--- src/rtl/fetch_redirect_unit_pkg.sv ---
// Shared definitions for the fetch/redirect unit: FSM state encoding and PC constants.
package fetch_redirect_unit_pkg;

  typedef enum logic [1:0] {
    IDLE  = 2'd0,
    FETCH = 2'd1,
    HOLD  = 2'd2,
    DRAIN = 2'd3
  } state_t;

  localparam logic [31:0] PC_INC           = 32'd4;
  localparam logic [31:0] DEFAULT_RESET_PC = 32'h0000_0000;

endpackage

--- src/rtl/fetch_redirect_unit_if.sv ---
// Fetch-side bus bundle: imem req/ready, decode valid/ready, branch resolution and status.
// Statistics counters are present only with FETCH_REDIRECT_STATS_EN defined.
interface fetch_redirect_unit_if
`ifdef FETCH_REDIRECT_STATS_EN
  #(parameter int STATS_W = 16)
`endif
  ;
  logic        imem_req;
  logic [31:0] imem_addr;
  logic        imem_ready;
  logic [31:0] imem_rdata;
  logic        if_valid;
  logic        if_ready;
  logic [31:0] if_instr;
  logic [31:0] if_pc;
  logic        br_valid;
  logic        beq_control;
  logic        bne_control;
  logic        bltz_control;
  logic        jump_control;
  logic        jump_reg;
  logic [31:0] rs_val;
  logic [31:0] rt_val;
  logic [15:0] br_offset;
  logic [25:0] jump_target;
  logic [31:0] br_pc;
  logic        flush;
  logic [31:0] pc;
`ifdef FETCH_REDIRECT_STATS_EN
  logic [STATS_W-1:0] stat_fetched;
  logic [STATS_W-1:0] stat_taken;
  logic [STATS_W-1:0] stat_flushed;
`endif

  modport master (
`ifdef FETCH_REDIRECT_STATS_EN
    output stat_fetched, stat_taken, stat_flushed,
`endif
    output imem_req, imem_addr, if_valid, if_instr, if_pc, flush, pc,
    input  imem_ready, imem_rdata, if_ready, br_valid, beq_control, bne_control,
    input  bltz_control, jump_control, jump_reg, rs_val, rt_val, br_offset,
    input  jump_target, br_pc
  );

  modport slave (
`ifdef FETCH_REDIRECT_STATS_EN
    input  stat_fetched, stat_taken, stat_flushed,
`endif
    input  imem_req, imem_addr, if_valid, if_instr, if_pc, flush, pc,
    output imem_ready, imem_rdata, if_ready, br_valid, beq_control, bne_control,
    output bltz_control, jump_control, jump_reg, rs_val, rt_val, br_offset,
    output jump_target, br_pc
  );

endinterface

--- src/rtl/fetch_redirect_unit_branch_target_calc.sv ---
// Combinational taken/target evaluation; priority jump > beq > bne > bltz.
module branch_target_calc
  import fetch_redirect_unit_pkg::*;
(
  input  logic        i_br_valid,
  input  logic        i_beq,
  input  logic        i_bne,
  input  logic        i_bltz,
  input  logic        i_jump,
  input  logic        i_jump_reg,
  input  logic [31:0] i_rs_val,
  input  logic [31:0] i_rt_val,
  input  logic [15:0] i_br_offset,
  input  logic [25:0] i_jump_target,
  input  logic [31:0] i_br_pc,
  output logic        o_taken,
  output logic [31:0] o_target
);

  logic [31:0] w_seq_pc;
  logic [31:0] w_br_target;

  assign w_seq_pc    = i_br_pc + PC_INC;
  assign w_br_target = w_seq_pc + {{14{i_br_offset[15]}}, i_br_offset, 2'b00};

  always_comb begin
    o_taken  = 1'b0;
    o_target = w_br_target;
    if (i_jump) begin
      o_taken  = i_br_valid;
      o_target = i_jump_reg ? i_rs_val : {w_seq_pc[31:28], i_jump_target, 2'b00};
    end else if (i_beq) begin
      o_taken = i_br_valid && (i_rs_val == i_rt_val);
    end else if (i_bne) begin
      o_taken = i_br_valid && (i_rs_val != i_rt_val);
    end else if (i_bltz) begin
      o_taken = i_br_valid && i_rs_val[31];
    end
  end

endmodule

--- src/rtl/fetch_redirect_unit.sv ---
// PC owner: fetches one word at a time (req held until ready, 1-cycle to if_valid), holds it for decode
// until if_ready, and redirects/flushes on taken branches. FETCH_REDIRECT_STATS_EN adds saturating counters.
module fetch_redirect_unit
  import fetch_redirect_unit_pkg::*;
#(
  parameter logic [31:0] RESET_PC = DEFAULT_RESET_PC
`ifdef FETCH_REDIRECT_STATS_EN
  , parameter int STATS_W = 16
`endif
) (
  input  logic                  clk,
  input  logic                  reset,
  fetch_redirect_unit_if.master bus
);

  state_t      r_state;
  state_t      w_next_state;
  logic [31:0] r_pc;
  logic [31:0] r_drain_addr;
  logic [31:0] r_if_instr;
  logic [31:0] r_if_pc;
  logic        r_flush;
  logic        w_taken;
  logic [31:0] w_target;
  logic        w_capture;

  branch_target_calc u_calc (
    .i_br_valid    (bus.br_valid),
    .i_beq         (bus.beq_control),
    .i_bne         (bus.bne_control),
    .i_bltz        (bus.bltz_control),
    .i_jump        (bus.jump_control),
    .i_jump_reg    (bus.jump_reg),
    .i_rs_val      (bus.rs_val),
    .i_rt_val      (bus.rt_val),
    .i_br_offset   (bus.br_offset),
    .i_jump_target (bus.jump_target),
    .i_br_pc       (bus.br_pc),
    .o_taken       (w_taken),
    .o_target      (w_target)
  );

  assign w_capture = (r_state == FETCH) && bus.imem_ready && !w_taken;

  always_ff @(posedge clk) begin
    if (reset) r_state <= IDLE;
    else       r_state <= w_next_state;
  end

  always_comb begin
    w_next_state = r_state;
    case (r_state)
      IDLE:  w_next_state = FETCH;
      FETCH: begin
        if (bus.imem_ready) w_next_state = w_taken ? FETCH : HOLD;
        else if (w_taken)   w_next_state = DRAIN;
      end
      HOLD:  if (w_taken || bus.if_ready) w_next_state = FETCH;
      DRAIN: if (bus.imem_ready) w_next_state = FETCH;
      default: w_next_state = IDLE;
    endcase
  end

  // DRAIN keeps presenting the abandoned address until memory takes it.
  always_comb begin
    bus.imem_req  = (r_state == FETCH) || (r_state == DRAIN);
    bus.imem_addr = (r_state == DRAIN) ? r_drain_addr : r_pc;
    bus.if_valid  = (r_state == HOLD);
  end

  always_ff @(posedge clk) begin
    if (reset) begin
      r_pc         <= RESET_PC;
      r_drain_addr <= RESET_PC;
      r_if_instr   <= '0;
      r_if_pc      <= '0;
      r_flush      <= 1'b0;
    end else begin
      r_flush <= w_taken;
      if (w_capture) begin
        r_if_instr <= bus.imem_rdata;
        r_if_pc    <= r_pc;
      end
      if ((r_state == FETCH) && !bus.imem_ready && w_taken) r_drain_addr <= r_pc;
      if (w_taken)        r_pc <= w_target;
      else if (w_capture) r_pc <= r_pc + PC_INC;
    end
  end

  assign bus.if_instr = r_if_instr;
  assign bus.if_pc    = r_if_pc;
  assign bus.flush    = r_flush;
  assign bus.pc       = r_pc;

`ifdef FETCH_REDIRECT_STATS_EN
  logic [STATS_W-1:0] r_stat_fetched;
  logic [STATS_W-1:0] r_stat_taken;
  logic [STATS_W-1:0] r_stat_flushed;
  logic               w_accept;
  logic               w_drop;

  assign w_accept = (r_state == HOLD) && bus.if_ready && !w_taken;
  assign w_drop   = ((r_state == HOLD) && w_taken) || ((r_state == DRAIN) && bus.imem_ready);

  always_ff @(posedge clk) begin
    if (reset) begin
      r_stat_fetched <= '0;
      r_stat_taken   <= '0;
      r_stat_flushed <= '0;
    end else begin
      if (w_accept && (r_stat_fetched != '1)) r_stat_fetched <= r_stat_fetched + STATS_W'(1);
      if (w_taken  && (r_stat_taken   != '1)) r_stat_taken   <= r_stat_taken + STATS_W'(1);
      if (w_drop   && (r_stat_flushed != '1)) r_stat_flushed <= r_stat_flushed + STATS_W'(1);
    end
  end

  assign bus.stat_fetched = r_stat_fetched;
  assign bus.stat_taken   = r_stat_taken;
  assign bus.stat_flushed = r_stat_flushed;
`endif

endmodule

--- src/flat_wrapper.sv ---
// flat-port wrapper written by rule: the top's interface ports become plain ports
module fetch_redirect_unit_flat import fetch_redirect_unit_pkg::*;
#(
  parameter logic [31:0] RESET_PC = DEFAULT_RESET_PC

)
  (clk, reset, bus_imem_req, bus_imem_addr, bus_if_valid, bus_if_instr, bus_if_pc, bus_flush, bus_pc, bus_imem_ready, bus_imem_rdata, bus_if_ready, bus_br_valid, bus_beq_control, bus_bne_control, bus_bltz_control, bus_jump_control, bus_jump_reg, bus_rs_val, bus_rt_val, bus_br_offset, bus_jump_target, bus_br_pc);
  fetch_redirect_unit_if bus_i ();
  input  logic clk;
  input  logic reset;
  output wire logic [$bits(bus_i.imem_req)-1:0] bus_imem_req;
  output wire logic [$bits(bus_i.imem_addr)-1:0] bus_imem_addr;
  output wire logic [$bits(bus_i.if_valid)-1:0] bus_if_valid;
  output wire logic [$bits(bus_i.if_instr)-1:0] bus_if_instr;
  output wire logic [$bits(bus_i.if_pc)-1:0] bus_if_pc;
  output wire logic [$bits(bus_i.flush)-1:0] bus_flush;
  output wire logic [$bits(bus_i.pc)-1:0] bus_pc;
  input wire logic [$bits(bus_i.imem_ready)-1:0] bus_imem_ready;
  input wire logic [$bits(bus_i.imem_rdata)-1:0] bus_imem_rdata;
  input wire logic [$bits(bus_i.if_ready)-1:0] bus_if_ready;
  input wire logic [$bits(bus_i.br_valid)-1:0] bus_br_valid;
  input wire logic [$bits(bus_i.beq_control)-1:0] bus_beq_control;
  input wire logic [$bits(bus_i.bne_control)-1:0] bus_bne_control;
  input wire logic [$bits(bus_i.bltz_control)-1:0] bus_bltz_control;
  input wire logic [$bits(bus_i.jump_control)-1:0] bus_jump_control;
  input wire logic [$bits(bus_i.jump_reg)-1:0] bus_jump_reg;
  input wire logic [$bits(bus_i.rs_val)-1:0] bus_rs_val;
  input wire logic [$bits(bus_i.rt_val)-1:0] bus_rt_val;
  input wire logic [$bits(bus_i.br_offset)-1:0] bus_br_offset;
  input wire logic [$bits(bus_i.jump_target)-1:0] bus_jump_target;
  input wire logic [$bits(bus_i.br_pc)-1:0] bus_br_pc;
  assign bus_imem_req = bus_i.imem_req;
  assign bus_imem_addr = bus_i.imem_addr;
  assign bus_if_valid = bus_i.if_valid;
  assign bus_if_instr = bus_i.if_instr;
  assign bus_if_pc = bus_i.if_pc;
  assign bus_flush = bus_i.flush;
  assign bus_pc = bus_i.pc;
  assign bus_i.imem_ready = bus_imem_ready;
  assign bus_i.imem_rdata = bus_imem_rdata;
  assign bus_i.if_ready = bus_if_ready;
  assign bus_i.br_valid = bus_br_valid;
  assign bus_i.beq_control = bus_beq_control;
  assign bus_i.bne_control = bus_bne_control;
  assign bus_i.bltz_control = bus_bltz_control;
  assign bus_i.jump_control = bus_jump_control;
  assign bus_i.jump_reg = bus_jump_reg;
  assign bus_i.rs_val = bus_rs_val;
  assign bus_i.rt_val = bus_rt_val;
  assign bus_i.br_offset = bus_br_offset;
  assign bus_i.jump_target = bus_jump_target;
  assign bus_i.br_pc = bus_br_pc;
  fetch_redirect_unit #(.RESET_PC(RESET_PC)) u_core (.clk(clk), .reset(reset), .bus(bus_i));
endmodule
--- config.mk ---
export PLATFORM = sky130hd
export DESIGN_NAME = fetch_redirect_unit_flat
export DESIGN_NICKNAME = d
export VERILOG_FILES = /design/src/rtl/fetch_redirect_unit_pkg.sv /design/src/rtl/fetch_redirect_unit_if.sv /design/src/rtl/fetch_redirect_unit_branch_target_calc.sv /design/src/rtl/fetch_redirect_unit.sv /design/src/flat_wrapper.sv
export SDC_FILE = /design/constraint.sdc
export NUM_CORES = 1
export LEC_CHECK = 0
export ABC_AREA = 1
export CORE_MARGIN = 8
export CORE_UTILIZATION = 44
export CTS_CLUSTER_DIAMETER = 200
export DETAILED_ROUTE_END_ITERATION = 6
export GPL_TIMING_DRIVEN = 0
export PLACE_DENSITY = 0.89
export SYNTH_ARGS = -nofsm -noshare
export SYNTH_HDL_FRONTEND = slang
export SYNTH_SLANG_ARGS = --single-unit
--- constraint.sdc ---
create_clock -name clk -period 2.67 [get_ports clk]
set_clock_uncertainty 0.1 [all_clocks]
set_input_delay 0.267 -clock clk [delete_from_list [all_inputs] [get_ports clk]]
set_output_delay 0.267 -clock clk [all_outputs]
set_load 0.005 [all_outputs]
==> qor_table.md <==
| Item | Value | Unit |
|---|---|---|
| Overall global routing resource usage | 30.1 | % |
| Final Critical Period | 2790 | ps |
| Capturing point of the worst reg2reg path | u_core.bus.pc[24]$_SDFFE_PP0P_ | - |
| Pins Over Slew Limit | 0 | - |
| Width of the chip | 167 | um |
| Weighted congestion reported at the end of routability-driven placement | 0.966 | - |
| Worst Hold Slack | 305 | ps |
| Worst slew margin relative to its limit | 41.4 | % |
| Final cell area excluding filler cells | 15200 | um2 |
| Share of total power consumed by net switching | 35.1 | % |
| Sequential cell area fraction in the yosys report | 26.1 | % |
| Cell count after placement | 2300 | - |
| Library cell with the largest summed area after synthesis | sky130_fd_sc_hd__dfxtp_1 | - |
| Number of detailed-routing iterations run before antenna repair | 7 | - |
| Number of sinks on the clock net | 131 | - |
| Seq cells post-synth | 131 | - |
| Violations in the final reports | DRC, setup timing | - |
| Flip-flop and latch area | 2630 | um2 |
| Die outline height | 167 | um |
| Most area-consuming cells after synthesis | sky130_fd_sc_hd__dfxtp_1 (26%), sky130_fd_sc_hd__nand2_1 (18%), sky130_fd_sc_hd__nor2_1 (10%), sky130_fd_sc_hd__inv_1 (7.3%), sky130_fd_sc_hd__nand3_1 (6.5%) | - |
| End of the worst hold path | u_core.bus.pc[14]$_SDFFE_PP0P_ | - |
| Final hold violations | 0 | - |
| Startpoint of the lowest-slack hold path | bus_jump_control | - |
| Total of endpoints with negative setup slack in the final report | 9 | - |
| Ports | 311 | - |
| Most instantiated cells after synthesis | sky130_fd_sc_hd__nand2_1 (482), sky130_fd_sc_hd__nor2_1 (267), sky130_fd_sc_hd__inv_1 (195), sky130_fd_sc_hd__dfxtp_1 (131), sky130_fd_sc_hd__nand3_1 (131) | - |
| Startpoint of the worst register-to-register path | u_core.bus.pc[3]$_SDFFE_PP0P_ | - |
| Unrepaired setup endpoints after global routing | yes | - |
| Fraction of synthesized cell area taken by the top area cell type | 26.1 | % |
| FMAX | 358 | MHz |
| Data required time at the worst endpoint | 2890 | ps |
| Number of antenna violations at the first check in global routing | 0 | - |
| Starting utilization of the core area | 44.6 | % |
| Layout Area Growth over Synthesis | 51.0 | % |
| Total Neg Setup Slack | -575 | ps |
| P_sw | 2.42 | mW |
| Via count | 13300 | - |
| Register-to-Register Setup Slack | 200 | ps |
| Area of the core | 22600 | um2 |
| Share of synthesized flip-flops with an asynchronous set or reset | 0 | % |
| Kind of start point of the critical path | input pin | - |
| Antenna-violating nets left | 0 | - |
| Fin nets | 2286 | - |
| Clock latency on the worst-skew pair | 430 | ps |
| Worst min-delay path class | in2reg | - |
| Fraction of power consumed by combinational cells | 34.6 | % |
| Largest net degree at the start of global routing | 20 | - |
| Clock tree from TritonCTS | yes | - |
| Area of the mapped netlist | 10100 | um2 |
| Layout cells sized above 1 | 14.9 | % |
| Area post-placement | 13600 | um2 |
| Global routing usage on met2 | 49.6 | % |
| Fraction of power consumed by the clock network | 32.7 | % |
| Gate count of the mapped netlist | 1706 | - |
| Most utilized layer in the global route result | met2 | - |
| Via count of the first global-routing pass | 12900 | - |
| Number of nets in the synthesized netlist | 1923 | - |
| Number of clock buffers inserted by TritonCTS | 17 | - |
| Post-route worst setup slack | -122 | ps |
| Cell area power density | 454 | nW/um2 |
| Max clock buf depth | 2 | - |
| Global-route wire length before repair | 68000 | um |
| Synthesis warning total | 0 | - |
| Initial drt markers | 1390 | - |
| Kind of capture point of the worst setup path | flip-flop | - |
| Dominant register cell in the synthesized netlist | sky130_fd_sc_hd__dfxtp_1 | - |
| DRT Wirelength | 44500 | um |
| Slew @ Worst Pin | 880 | ps |
| Final period util | 105 | % |
| Met1 usage | 35.9 | % |
| CP Class | in2reg | - |
| Grt total ovfl | 0 | - |
| Via/cell ratio | 5.60 | - |
| Most frequent cell after synthesis | sky130_fd_sc_hd__nand2_1 | - |
| Critical path data arrival time | 3020 | ps |
| Multi-input logic area | 7170 | um2 |
| Worst setup path start | bus_br_pc[9] | - |
| Clock transition at the registers of the reported paths | 60 | ps |
| M3 GR Usage | 8.25 | % |
| Detailed-route wire length per cell | 18.8 | um |
| Syn Area/Cell | 5.90 | um2 |
| Hpwl dp | 33800 | um |
| Status | finished with violations | - |
| Int Pwr | 4.47 | mW |
| Antenna fix cells | 0 | - |
| Register share of total power | 32.6 | % |
| Highest fanout seen on the critical path | 4 | - |
| Clock H-tree levels | 4 | - |
| Worst slack after detailed placement | -1400 | ps |
| Placement Rows | 55 | - |
| Die outline area | 28000 | um2 |
| Cell at the root of the clock tree | sky130_fd_sc_hd__clkbuf_16 | - |
| Worst r2r path cells | 13 | - |
| Number of filler cells placed in the layout | 1892 | - |
| Leakage component of the power | 6.79 | nW |
| DRC violation count after routing | 4 | - |
| Number of synthesized flops with an enable pin | 0 | - |
| Number of distinct library cells after synthesis | 43 | - |
| Max VDD drop | 0.000540 | V |
| Number of non-filler instances in the completed layout | 2367 | - |
| Port-buffer cells | 309 | - |
| Number of instances on the worst hold path | 4 | - |
| Number of maximum-capacitance constraint violations | 0 | - |
-- layout make-up --
class,instances,share of cell area (%)
flip-flops and latches,131,17.3
inverters,201,5.02
clock inverters,15,0.881
repair buffers,344,22.0
clock buffers,17,2.80
plain buffers,72,2.53
well taps,285,2.35
multi-input cells,1302,47.2
-- worst max-delay path, stage by stage --
cell and delay [ps]:
sky130_fd_sc_hd__buf_6 110, sky130_fd_sc_hd__nand2_4 60, sky130_fd_sc_hd__nor4_2 200, sky130_fd_sc_hd__nand4_1 200, sky130_fd_sc_hd__nand3b_1 300, sky130_fd_sc_hd__nor2_4 200, sky130_fd_sc_hd__nand2_1 120, sky130_fd_sc_hd__xnor2_2 250
sky130_fd_sc_hd__ha_4 270, sky130_fd_sc_hd__nand2_2 120, sky130_fd_sc_hd__a21oi_1 50, sky130_fd_sc_hd__nor2_1 90, sky130_fd_sc_hd__nand2_1 90, sky130_fd_sc_hd__a21oi_2 130, sky130_fd_sc_hd__nand3_1 80, sky130_fd_sc_hd__nand3_1 90
sky130_fd_sc_hd__nand2_2 90, sky130_fd_sc_hd__nand2_1 60, sky130_fd_sc_hd__nand3_1 70, sky130_fd_sc_hd__nand2_1 120, sky130_fd_sc_hd__inv_1 40
-- per-layer routing --
| layer | share of wire, % | wire [um] |
|---|---|---|
| met3 | 11 | 4700 |
| met1 | 39 | 17300 |
| met5 | 0 | 0 |
| met2 | 46 | 20400 |
| met4 | 4.7 | 2100 |
-- power groups by stage --
| stage | combinational, mW | sequential (mW) | clock [mW] |
|---|---|---|---|
| 3_5_place_dp | 2.13 | 2.27 | 0 |
| 6_report | 2.39 | 2.25 | 2.26 |
| 2_1_floorplan | 1.06 | 2.25 | 0 |
| 4_1_cts | 2.25 | 2.24 | 2.23 |
| 5_1_grt | 2.59 | 2.26 | 2.33 |
| 3_3_place_gp | 2.09 | 2.27 | 0 |
-- kinds of logic after synthesis --
family                     count (synthesis)  share of synthesized area (%)
DFF                                      131                           26.1
AOI/OAI and AO/OA                        233                           12.5
xor gates and xnor gates                  63                           5.49
buffers and inverters                    273                           11.1
adders and majority gates                 37                           4.68
and+or+nand+nor                          969                           40.1
-- through the flow --
stage | util, % | total power, mW
global route | 67.3 | 7.17
finish | 67.3 | 6.89
detailed placement | 60.3 | 4.40
global placement | 60.3 | 4.36
CTS | 65.3 | 6.72
floorplan | - | 3.31
-- flip-flops by register name (all words and copies together), names as in the netlist --
signal,count
u_core.bus.flush,1
u_core.bus.if_instr,32
u_core.bus.if_pc,32
u_core.bus.pc,32
u_core.r_drain_addr,32
u_core.r_state,2
-- layout by cell type (no fill, tap or decap), types with 16 or more instances in the layout --
master,instances
sky130_fd_sc_hd__nand2_1,432
sky130_fd_sc_hd__clkdlybuf4s50_1,281
sky130_fd_sc_hd__nor2_1,231
sky130_fd_sc_hd__inv_1,182
sky130_fd_sc_hd__dfxtp_1,129
sky130_fd_sc_hd__nand3_1,118
sky130_fd_sc_hd__o21ai_0,107
sky130_fd_sc_hd__a21oi_1,57
sky130_fd_sc_hd__buf_4,44
sky130_fd_sc_hd__nand2_2,38
sky130_fd_sc_hd__xor2_1,35
sky130_fd_sc_hd__clkbuf_1,33
sky130_fd_sc_hd__nand4_1,27
sky130_fd_sc_hd__xnor2_1,24
sky130_fd_sc_hd__a22oi_1,24
sky130_fd_sc_hd__nor2_2,23
sky130_fd_sc_hd__ha_1,23
sky130_fd_sc_hd__o21ai_1,18
sky130_fd_sc_hd__nor2_4,17
sky130_fd_sc_hd__buf_2,17
sky130_fd_sc_hd__clkbuf_16,17
sky130_fd_sc_hd__nand2_4,16
-- repair_timing --
item                                    in CTS  in global routing
setup buffers                               20                 15
endpoints found under the setup margin     156                103
pin swaps                                   65                 51
hold buffers                                 0                  0
gates resized for setup                    194                114
-- how the worst max path moves through the flow --
stage / endpoint / depth (start not counted)
final: u_core.bus.pc[29]$_SDFFE_PP0P_ / 21
after global routing: u_core.bus.pc[30]$_SDFFE_PP0P_ / 24
after CTS: u_core.bus.pc[31]$_SDFFE_PP0P_ / 22
after detailed placement: u_core.bus.pc[31]$_SDFFE_PP0P_ / 18
after global placement: u_core.bus.pc[31]$_SDFFE_PP0P_ / 18
after floorplan: u_core.bus.pc[30]$_SDFFE_PP0P_ / 23
Power figures use the tool's default switching activity.
